## src/rtl/alu_acc_if.sv

```systemverilog
// alu_acc_if: operand/result bundle between the switch/key input logic and
// the alu_acc datapath. The master drives operands and control, the slave
// (alu_acc) returns the registered result, flags and accumulate count.
interface alu_acc_if #(
    parameter int WIDTH = 4,
    parameter int CNT_W = 8
);
    logic             en;
    logic             load;
    logic             in_valid;
    logic [1:0]       op;
    logic [WIDTH-1:0] input_a;
    logic [WIDTH-1:0] input_b;
    logic [WIDTH-1:0] output_c;
    logic             out_valid;
    logic             carry;
    logic             zero;
    logic             overflow;
    logic             ovf_sticky;
    logic [CNT_W-1:0] acc_cnt;

    modport master (
        output en, load, in_valid, op, input_a, input_b,
        input  output_c, out_valid, carry, zero, overflow, ovf_sticky, acc_cnt
    );

    modport slave (
        input  en, load, in_valid, op, input_a, input_b,
        output output_c, out_valid, carry, zero, overflow, ovf_sticky, acc_cnt
    );
endinterface

```

## src/rtl/alu_acc.sv

```systemverilog
// alu_acc: registered add/sub unit with an internal accumulator.
// op: 00 a+b, 01 a-b, 10 acc+a, 11 acc-a. Every output is a register; the
// result and flags appear one clock after the accepting edge.
// Optional build macro ALU_SAT_EN: unsigned saturation of the result (add
// with carry clamps to all ones, sub with borrow clamps to zero). The flags
// still report the unclamped condition; zero follows the clamped value.
module alu_acc #(
    parameter int WIDTH = 4,
    parameter int CNT_W = 8
) (
    input  logic      clk,
    input  logic      rst,
    alu_acc_if.slave  bus
);
    logic [WIDTH-1:0] acc_r;
    logic [CNT_W-1:0] acc_cnt_r;
    logic [WIDTH-1:0] output_c_r;
    logic             out_valid_r;
    logic             carry_r;
    logic             zero_r;
    logic             overflow_r;
    logic             ovf_sticky_r;

    logic [WIDTH-1:0] first_s;
    logic [WIDTH-1:0] second_s;
    logic             is_sub_s;
    logic [WIDTH:0]   raw_s;
    logic [WIDTH-1:0] wrap_s;
    logic [WIDTH-1:0] result_s;
    logic             carry_s;
    logic             overflow_s;

    // Operand selection and WIDTH+1-bit arithmetic with carry/borrow and signed overflow.
    always_comb begin
        first_s    = {WIDTH{1'b0}};
        second_s   = {WIDTH{1'b0}};
        is_sub_s   = bus.op[0];
        raw_s      = {(WIDTH+1){1'b0}};
        overflow_s = 1'b0;
        if (bus.op[1]) begin
            first_s  = acc_r;
            second_s = bus.input_a;
        end else begin
            first_s  = bus.input_a;
            second_s = bus.input_b;
        end
        if (is_sub_s) begin
            // Top bit of the extended difference is set exactly when first < second.
            raw_s      = {1'b0, first_s} - {1'b0, second_s};
            overflow_s = (first_s[WIDTH-1] != second_s[WIDTH-1]) &&
                         (raw_s[WIDTH-1] != first_s[WIDTH-1]);
        end else begin
            raw_s      = {1'b0, first_s} + {1'b0, second_s};
            overflow_s = (first_s[WIDTH-1] == second_s[WIDTH-1]) &&
                         (raw_s[WIDTH-1] != first_s[WIDTH-1]);
        end
        carry_s = raw_s[WIDTH];
        wrap_s  = raw_s[WIDTH-1:0];
    end

    // Final result: clamped on carry/borrow when saturation is built in, otherwise wrapped.
    always_comb begin
        result_s = wrap_s;
`ifdef ALU_SAT_EN
        if (carry_s) begin
            if (is_sub_s) begin
                result_s = {WIDTH{1'b0}};
            end else begin
                result_s = {WIDTH{1'b1}};
            end
        end else begin
            result_s = wrap_s;
        end
`endif
    end

    // State and output registers; priority rst > disabled > load > in_valid > idle.
    always_ff @(posedge clk or posedge rst) begin
        if (rst) begin
            acc_r        <= {WIDTH{1'b0}};
            acc_cnt_r    <= {CNT_W{1'b0}};
            output_c_r   <= {WIDTH{1'b1}};
            out_valid_r  <= 1'b0;
            carry_r      <= 1'b0;
            zero_r       <= 1'b0;
            overflow_r   <= 1'b0;
            ovf_sticky_r <= 1'b0;
        end else if (!bus.en) begin
            // Display blank; accumulator state is preserved across the disable.
            output_c_r  <= {WIDTH{1'b1}};
            out_valid_r <= 1'b0;
            carry_r     <= 1'b0;
            zero_r      <= 1'b0;
            overflow_r  <= 1'b0;
        end else if (bus.load) begin
            // Load wins over a simultaneous in_valid, which is dropped.
            acc_r        <= bus.input_a;
            acc_cnt_r    <= {CNT_W{1'b0}};
            output_c_r   <= bus.input_a;
            out_valid_r  <= 1'b1;
            carry_r      <= 1'b0;
            zero_r       <= (bus.input_a == {WIDTH{1'b0}});
            overflow_r   <= 1'b0;
            ovf_sticky_r <= 1'b0;
        end else if (bus.in_valid) begin
            output_c_r   <= result_s;
            out_valid_r  <= 1'b1;
            carry_r      <= carry_s;
            zero_r       <= (result_s == {WIDTH{1'b0}});
            overflow_r   <= overflow_s;
            ovf_sticky_r <= ovf_sticky_r | overflow_s;
            if (bus.op[1]) begin
                acc_r     <= result_s;
                acc_cnt_r <= acc_cnt_r + {{(CNT_W-1){1'b0}}, 1'b1};
            end else begin
                acc_r     <= acc_r;
                acc_cnt_r <= acc_cnt_r;
            end
        end else begin
            out_valid_r <= 1'b0;
        end
    end

    assign bus.output_c   = output_c_r;
    assign bus.out_valid  = out_valid_r;
    assign bus.carry      = carry_r;
    assign bus.zero       = zero_r;
    assign bus.overflow   = overflow_r;
    assign bus.ovf_sticky = ovf_sticky_r;
    assign bus.acc_cnt    = acc_cnt_r;
endmodule

```

## src/flat_wrapper.sv

```systemverilog
// flat-port wrapper written by rule: the top's interface ports become plain ports
module alu_acc_flat 
#(
    parameter int WIDTH = 4,
    parameter int CNT_W = 8
)
  (clk, rst, bus_en, bus_load, bus_in_valid, bus_op, bus_input_a, bus_input_b, bus_output_c, bus_out_valid, bus_carry, bus_zero, bus_overflow, bus_ovf_sticky, bus_acc_cnt);
  alu_acc_if #(.WIDTH(WIDTH), .CNT_W(CNT_W)) bus_i ();
  input  logic clk;
  input  logic rst;
  input wire logic [$bits(bus_i.en)-1:0] bus_en;
  input wire logic [$bits(bus_i.load)-1:0] bus_load;
  input wire logic [$bits(bus_i.in_valid)-1:0] bus_in_valid;
  input wire logic [$bits(bus_i.op)-1:0] bus_op;
  input wire logic [$bits(bus_i.input_a)-1:0] bus_input_a;
  input wire logic [$bits(bus_i.input_b)-1:0] bus_input_b;
  output wire logic [$bits(bus_i.output_c)-1:0] bus_output_c;
  output wire logic [$bits(bus_i.out_valid)-1:0] bus_out_valid;
  output wire logic [$bits(bus_i.carry)-1:0] bus_carry;
  output wire logic [$bits(bus_i.zero)-1:0] bus_zero;
  output wire logic [$bits(bus_i.overflow)-1:0] bus_overflow;
  output wire logic [$bits(bus_i.ovf_sticky)-1:0] bus_ovf_sticky;
  output wire logic [$bits(bus_i.acc_cnt)-1:0] bus_acc_cnt;
  assign bus_i.en = bus_en;
  assign bus_i.load = bus_load;
  assign bus_i.in_valid = bus_in_valid;
  assign bus_i.op = bus_op;
  assign bus_i.input_a = bus_input_a;
  assign bus_i.input_b = bus_input_b;
  assign bus_output_c = bus_i.output_c;
  assign bus_out_valid = bus_i.out_valid;
  assign bus_carry = bus_i.carry;
  assign bus_zero = bus_i.zero;
  assign bus_overflow = bus_i.overflow;
  assign bus_ovf_sticky = bus_i.ovf_sticky;
  assign bus_acc_cnt = bus_i.acc_cnt;
  alu_acc #(.WIDTH(WIDTH), .CNT_W(CNT_W)) u_core (.clk(clk), .rst(rst), .bus(bus_i));
endmodule
```

## config.mk

```make
export PLATFORM = sky130hd
export DESIGN_NAME = alu_acc_flat
export DESIGN_NICKNAME = d
export VERILOG_FILES = /design/src/rtl/alu_acc_if.sv /design/src/rtl/alu_acc.sv /design/src/flat_wrapper.sv
export SDC_FILE = /design/constraint.sdc
export NUM_CORES = 1
export LEC_CHECK = 0
export ABC_CLOCK_PERIOD_IN_PS = 3200
export CAP_MARGIN = 15
export CORE_MARGIN = 1.5
export CORE_UTILIZATION = 50
export CTS_CLUSTER_DIAMETER = 50
export DETAILED_ROUTE_END_ITERATION = 8
export PLACE_DENSITY = 0.89
export RECOVER_POWER = 25
export SYNTH_ARGS = -nofsm -noshare
export SYNTH_HDL_FRONTEND = slang
export SYNTH_SLANG_ARGS = --single-unit
```

## constraint.sdc

```tcl
create_clock -name clk -period 3.2 [get_ports clk]
set_clock_uncertainty 0.2 [all_clocks]
set_input_delay 0.96 -clock clk [delete_from_list [all_inputs] [get_ports clk]]
set_output_delay 0.96 -clock clk [all_outputs]
set_load 0.02 [all_outputs]
```

==> impl_metrics.env, run 1 <==
export IMPL_switching_share_pct=34.6
export IMPL_internal_power_w=0.000496
export IMPL_syn_cell_area_um2=1410
export IMPL_cts_hold_buf=0
export IMPL_cp_slowest_cell="clkdlybuf4s50_1"
export IMPL_fin_area_um2=2000
export IMPL_worstPathMaxFanout=3
export IMPL_grt_pass1_vias=1342
export IMPL_yosysTopAreaCellShare_pct=30.1
export IMPL_seqPwrFrac_pct=41.2
export IMPL_synthTopCellsByArea="dfrtp_1, ha_1, dfstp_2"
export IMPL_htreeDepth=1
export IMPL_portBuffers=31
export IMPL_timing_critical_path_buf_inv=4
export IMPL_diodes=0
export IMPL_synth_warnings=0
export IMPL_slew_headroom_pct=46.7
export IMPL_max_freq_ghz=0.326
export IMPL_path_common_cell="buf_4"
export IMPL_coreArea_um2=2710
export IMPL_utilization_pct=73.8
export IMPL_tightest_slew_ns=0.798
export IMPL_async_flop_share_pct=100
export IMPL_grt_ovfl_total=0
export IMPL_drt_iter0_drc=27
export IMPL_drc=0
export IMPL_cts_sinks=21
export IMPL_cpPeakStageDelay_ns=0.60
export IMPL_met3WireLength_um=146
export IMPL_drv_cap=0
export IMPL_nets=229
export IMPL_setup_violations=0
export IMPL_layout_drive_gt1_share_pct=20.8
export IMPL_yosys_top_cells_count="dfrtp_1, nand2_1, inv_1, nor2_1, o21ai_0"
export IMPL_rsz0062_at_grt="false"
export IMPL_die_y_um=56.1
export IMPL_row_count=19
export IMPL_drtPass1Iterations=4
export IMPL_vias_per_cell=5.61
export IMPL_outcome="finished, final reports clean"
export IMPL_antenna_found_initial=0
export IMPL_pwr_share_comb_pct=41.3
export IMPL_synth_cell_types=38
export IMPL_clkPwrFrac_pct=17.5
export IMPL_met2WireLength_um=1750
export IMPL_clkLatencyLatePin_ns=0.32
export IMPL_cts_buffers=3
export IMPL_crit_path_start_kind="input port"
export IMPL_power_w=0.000758
export IMPL_fin_crit_sh_pct=95.9
export IMPL_path_class="input port to register"
export IMPL_cts_tree="yes"
export IMPL_clockRootBuffer="clkbuf_4"
export IMPL_setup_tns_final_ns=0
export IMPL_grt_start_max_net_pins=22
export IMPL_clockBufferDepth=2
export IMPL_place_congestion=0.900
export IMPL_synth_flop_cell="dfrtp_1"
export IMPL_start_util_pct=52.1
export IMPL_dp_hpwl_um=2650
export IMPL_die_area_um2=3150
export IMPL_drt_wirelength_per_cell_um=14.6
export IMPL_cp_data_required_time_ns=3.24
export IMPL_drv_slew=0
export IMPL_crit_path_cell_trace="clkdlybuf4s50_1 -> mux2i_4 -> buf_4 -> buf_4 -> buf_4 -> fa_2 -> mux2i_1 -> xnor2_1 -> mux2i_1 -> o211ai_1"
export IMPL_yosys_area_top_type="dfrtp_1"
export IMPL_hold_viol=0
export IMPL_syn_nets=183
export IMPL_leakagePower_nw=0.901
export IMPL_switchingPower_w=0.000262
export IMPL_hold_path_class="register to register"
export IMPL_vias=1307
export IMPL_die_x_um=56.1
export IMPL_ant_nets=0
export IMPL_areaGrowthSynthToFinish_pct=41.7
export IMPL_place_area_um2=1830
export IMPL_cts_clk_slew_worst_paths_ns=0.11
export IMPL_finalWorstSetupSlack_ns=0.132
export IMPL_synth_cells=157
export IMPL_path_delay_family="buffers and inverters"
export IMPL_synth_seq_area_share_pct=37.6
export IMPL_gr_usage_all_layers_pct=22.7
export IMPL_min_period_ns=3.07
export IMPL_routed_top_layer="met4"
export IMPL_io_pins=32
export IMPL_drt_met1_wl_um=1480
export IMPL_synth_most_common_cell="dfrtp_1"
export IMPL_crit_arrival_ns=3.11
export IMPL_syn_area_per_cell_um2=8.99
export IMPL_pre_cts_slack_ns=-0.420
export IMPL_drt_total_wl_um=3410
export IMPL_grt_pass1_wl_um=5700
export IMPL_synth_edff_count=0
export IMPL_power_density_nw_per_um2=379
export IMPL_synth_seq_cells=21
export IMPL_endpoint_kind="register"
export IMPL_ir_drop_uv=328
[cells by family after synthesis]
kind of cell	after synthesis	share of synthesized area, %
fa+ha+maj	11	10.8
compound gates	31	13.9
simple gates	56	19.2
buf+inv	20	6.21
flops	21	37.6
mux	10	7.27
xor+xnor	8	4.96
[placed cells by master, fill, tap and decap left out, types with 2 or more instances in the layout]
| master | netlist | layout |
|---|---|---|
| mux2i_4 | 0 | 4 |
| dfrtp_1 | 17 | 17 |
| a21oi_1 | 5 | 5 |
| nor2_1 | 13 | 13 |
| a22o_1 | 3 | 3 |
| mux2_4 | 0 | 2 |
| o21ai_0 | 10 | 6 |
| and3_1 | 3 | 3 |
| clkdlybuf4s50_1 | 0 | 29 |
| nand3_1 | 6 | 6 |
| o211ai_1 | 4 | 4 |
| xor2_1 | 5 | 5 |
| nand2_1 | 16 | 16 |
| inv_1 | 13 | 12 |
| dfstp_2 | 4 | 4 |
| nand4_1 | 2 | 2 |
| ha_1 | 9 | 6 |
| nand2b_1 | 5 | 5 |
| mux2i_1 | 8 | 4 |
| xnor2_1 | 3 | 3 |
| buf_4 | 0 | 16 |
| fa_2 | 0 | 2 |
| o21a_1 | 2 | 2 |
| o21ai_1 | 2 | 5 |
| clkbuf_4 | 0 | 3 |
| ha_4 | 0 | 3 |
| nor3_1 | 3 | 3 |
[worst paths after layout]
kind | start | end | slack [ns] | depth (start not counted)
worst max-delay path | bus_input_a[1] | u_core.bus.output_c[2] | 0.13 | 10
worst min-delay path | u_core.bus.output_c[2] | u_core.bus.output_c[2] | 0.32 | 2
worst max register to register | u_core.acc_r[1] | u_core.bus.output_c[2] | 0.96 | 9
worst min register to register | u_core.bus.output_c[2] | u_core.bus.output_c[2] | 0.32 | 2
max in group asynchronous | rst | u_core.bus.ovf_sticky | 1.29 | 2
min in group asynchronous | rst | u_core.bus.acc_cnt[7] | 1.01 | 2
[layout make-up]
class,instances,area [um2]
inverter,13,48.8
timing repair buffer,48,444
multi-input combinational,116,910
clock inverter,1,5.00
sequential,21,531
fill,204,711
tap,31,38.8
clock buffer,3,22.5
[through the flow]
stage / hold WS (ns) / cells
floorplan: 0.244 / 157
global placement: 0.279 / 227
detailed placement: 0.299 / 227
CTS: 0.330 / 232
global route: 0.353 / 233
finish: 0.320 / 233
[timing repair]
item,4_1_cts,5_1_grt
pin swaps,0,4
setup buffers,1,1
resized for setup,9,20
endpoints found under the setup margin,5,8
[registers in the layout, indices dropped and copies added, names as in the netlist]
| register | flops |
|---|---|
| u_core.bus.out_valid | 1 |
| u_core.bus.overflow | 1 |
| u_core.acc_r | 4 |
| u_core.bus.acc_cnt | 8 |
| u_core.bus.output_c | 4 |
| u_core.bus.zero | 1 |
| u_core.bus.carry | 1 |
| u_core.bus.ovf_sticky | 1 |
[power by group through the flow]
| stage | combinational (W) | sequential [W] | clock (W) |
|---|---|---|---|
| 2_1_floorplan | 0.000145 | 0.000327 | 0 |
| 3_3_place_gp | 0.000259 | 0.000312 | 0 |
| 3_5_place_dp | 0.000269 | 0.000314 | 0 |
| 4_1_cts | 0.000281 | 0.000310 | 0.000133 |
| 5_1_grt | 0.000343 | 0.000314 | 0.000144 |
| 6_report | 0.000313 | 0.000312 | 0.000132 |
[tightest hold or removal path, stage by stage (launching register included)]
cell	delay (ns)
dfstp_2	0.39
nand2_1	0.05
o211ai_1	0.08
[per-layer routing]
layer	vias up	track usage (%)
met5	-	0
met4	0	5.78
met2	38	40.7
met3	5	4.65
li1	635	-
met1	629	27.8
Note: power is estimated with default switching activity, not from simulation.
==> inputs of run 2 (changes only) <==
CORE_MARGIN = 2   (was 1.5)
==> run 2 against run 1 <==
Compared with the run above: sequential power hardly changed; setup slack hardly changed; total power is 1.2% higher; utilization is 0.92 points lower; critical path depth stayed put; routed wire length is 11% higher; register-to-register slack worse by 0.07 ns; count of clock-buffer cells in the layout stayed put; flip-flop and latch count stayed put; via count is 5.1% higher; largest cell class unchanged.
==> impl_metrics.env, run 2 (synthesis results as in run 1) <==
export IMPL_min_period_ns=3.07
export IMPL_drv_slew=0
export IMPL_drt_wirelength_per_cell_um=16.3
export IMPL_drt_iter0_drc=55
export IMPL_outcome="finished, final reports clean"
export IMPL_timing_critical_path_buf_inv=4
export IMPL_drv_cap=0
export IMPL_drtPass1Iterations=4
export IMPL_cp_depth=10
export IMPL_place_congestion=0.903
export IMPL_fin_crit_sh_pct=95.9
export IMPL_portBuffers=31
export IMPL_cts_tree="yes"
export IMPL_max_freq_ghz=0.326
export IMPL_cts_buffers=3
export IMPL_nets=228
export IMPL_crit_arrival_ns=3.07
export IMPL_io_pins=32
export IMPL_grt_start_max_net_pins=22
export IMPL_cts_hold_buf=0
export IMPL_hold_viol=0
export IMPL_cpPeakStageDelay_ns=0.52
export IMPL_crit_path_cell_trace="clkdlybuf4s50_1 -> mux2i_4 -> inv_2 -> buf_4 -> buf_4 -> fa_2 -> mux2i_2 -> xnor2_1 -> mux2i_1 -> o21ai_1"
export IMPL_coreArea_um2=2710
export IMPL_row_count=19
export IMPL_gr_usage_all_layers_pct=23.2
export IMPL_rsz0062_at_grt="false"
export IMPL_timing_critical_path_from="bus_input_a[1]"
export IMPL_leakagePower_nw=0.895
export IMPL_clockBufferDepth=2
export IMPL_layout_drive_gt1_share_pct=21.4
export IMPL_grt_pass1_vias=1334
export IMPL_rr_worst_depth=9
export IMPL_vias_per_cell=5.92
export IMPL_r2r_end="u_core.acc_r[2]"
export IMPL_cts_sinks=21
export IMPL_worstPathMaxFanout=3
export IMPL_cp_data_required_time_ns=3.20
export IMPL_die_x_um=57.1
export IMPL_start_util_pct=52.1
export IMPL_dp_hpwl_um=2780
export IMPL_layout_commonest_cell="clkdlybuf4s50_1"
export IMPL_dp_cells=227
export IMPL_htreeDepth=1
export IMPL_utilization_pct=72.9
export IMPL_fin_hold_ws_ns=0.317
export IMPL_drc=0
export IMPL_hold_path_class="register to register"
export IMPL_power_w=0.000767
export IMPL_clockRootBuffer="clkbuf_4"
export IMPL_hold_path_depth=2
export IMPL_diodes=0
export IMPL_path_delay_family="buffers and inverters"
export IMPL_clkLatencyLatePin_ns=0.32
export IMPL_final_cell_mix="clkdlybuf4s50_1, dfrtp_1, nand2_1"
export IMPL_cts_clk_slew_worst_paths_ns=0.13
export IMPL_final_cell_count_no_fill=232
export IMPL_crit_path_start_kind="input port"
export IMPL_crit_path_end="u_core.acc_r[2]"
export IMPL_antenna_found_initial=0
export IMPL_endpoint_kind="register"
export IMPL_slew_headroom_pct=47.3
export IMPL_r2r_slack_ns=0.89
export IMPL_r2r_start="u_core.acc_r[1]"
export IMPL_cp_slowest_cell="clkdlybuf4s50_1"
export IMPL_die_y_um=57.1
export IMPL_grt_pass1_wl_um=5910
export IMPL_setup_violations=0
export IMPL_power_density_nw_per_um2=388
export IMPL_min_from="u_core.bus.output_c[2]"
export IMPL_path_common_cell="buf_4"
export IMPL_ir_drop_uv=284
export IMPL_ant_nets=0
export IMPL_path_class="input port to register"
export IMPL_die_area_um2=3260
export IMPL_largest_reg_flops=8
export IMPL_tightest_slew_ns=0.790
export IMPL_drt_total_wl_um=3790
export IMPL_areaGrowthSynthToFinish_pct=39.9
export IMPL_grt_ovfl_total=0
export IMPL_vias=1374
## run 2: power by group
| part | internal (W) | switching [W] | total, W |
|---|---|---|---|
| Combinational | 0.000156 | 0.000166 | 0.000321 |
| Sequential | 0.000293 | 0.0000185 | 0.000311 |
| Clock | 0.0000468 | 0.0000875 | 0.000134 |
| Total | 0.000495 | 0.000272 | 0.000767 |
## run 2: layout make-up
class	count	area, um2
timing repair buffer	47	437
fill	195	736
sequential	21	531
clock buffer	3	22.5
inverter	13	48.8
tap	31	38.8
multi-input combinational	116	892
clock inverter	1	5.00
## run 2: what timing repair did
action / in CTS / in global routing
cloned: 0 / 0
endpoints found under the hold margin: 0 / 0
pin swaps: 1 / 5
buffers inserted: 0 / 1
setup endpoints to repair: 8 / 9
gates resized for setup: 10 / 18
## run 2: worst min-delay path by stage
stage	slack [ns]	endpoint
floorplan	0.24	u_core.acc_r[2]
global placement	0.28	u_core.acc_r[1]
detailed placement	0.28	u_core.acc_r[1]
CTS	0.32	u_core.bus.output_c[2]
global route	0.33	u_core.bus.output_c[2]
finish	0.32	u_core.bus.output_c[2]
## run 2: metrics by stage
stage                     TNS (ns)  setup WS, ns  instance area (um2)
after floorplan                  0        0.0844                 1410
after global placement       -2.61        -0.357                 1830
after detailed placement     -3.60        -0.423                 1830
after CTS                 -0.00719      -0.00719                 1880
after global routing             0        0.0896                 1970
final                            0         0.132                 1970
## run 2: per-layer routing
layer	global-route usage [%]	share of wire, %
met2	40.4	51
met3	4.31	5.9
met4	6.98	2.4
met1	29.4	40
met5	0	0
## run 2: worst register-to-register path, delay by kind of cell (launching register included)
kind / cells / cell delay, ns
fa+ha+maj: 1 / 0.35
mux: 3 / 0.62
compound gates: 1 / 0.13
xor+xnor: 1 / 0.12
flops: 1 / 0.44
buf+inv: 3 / 0.34
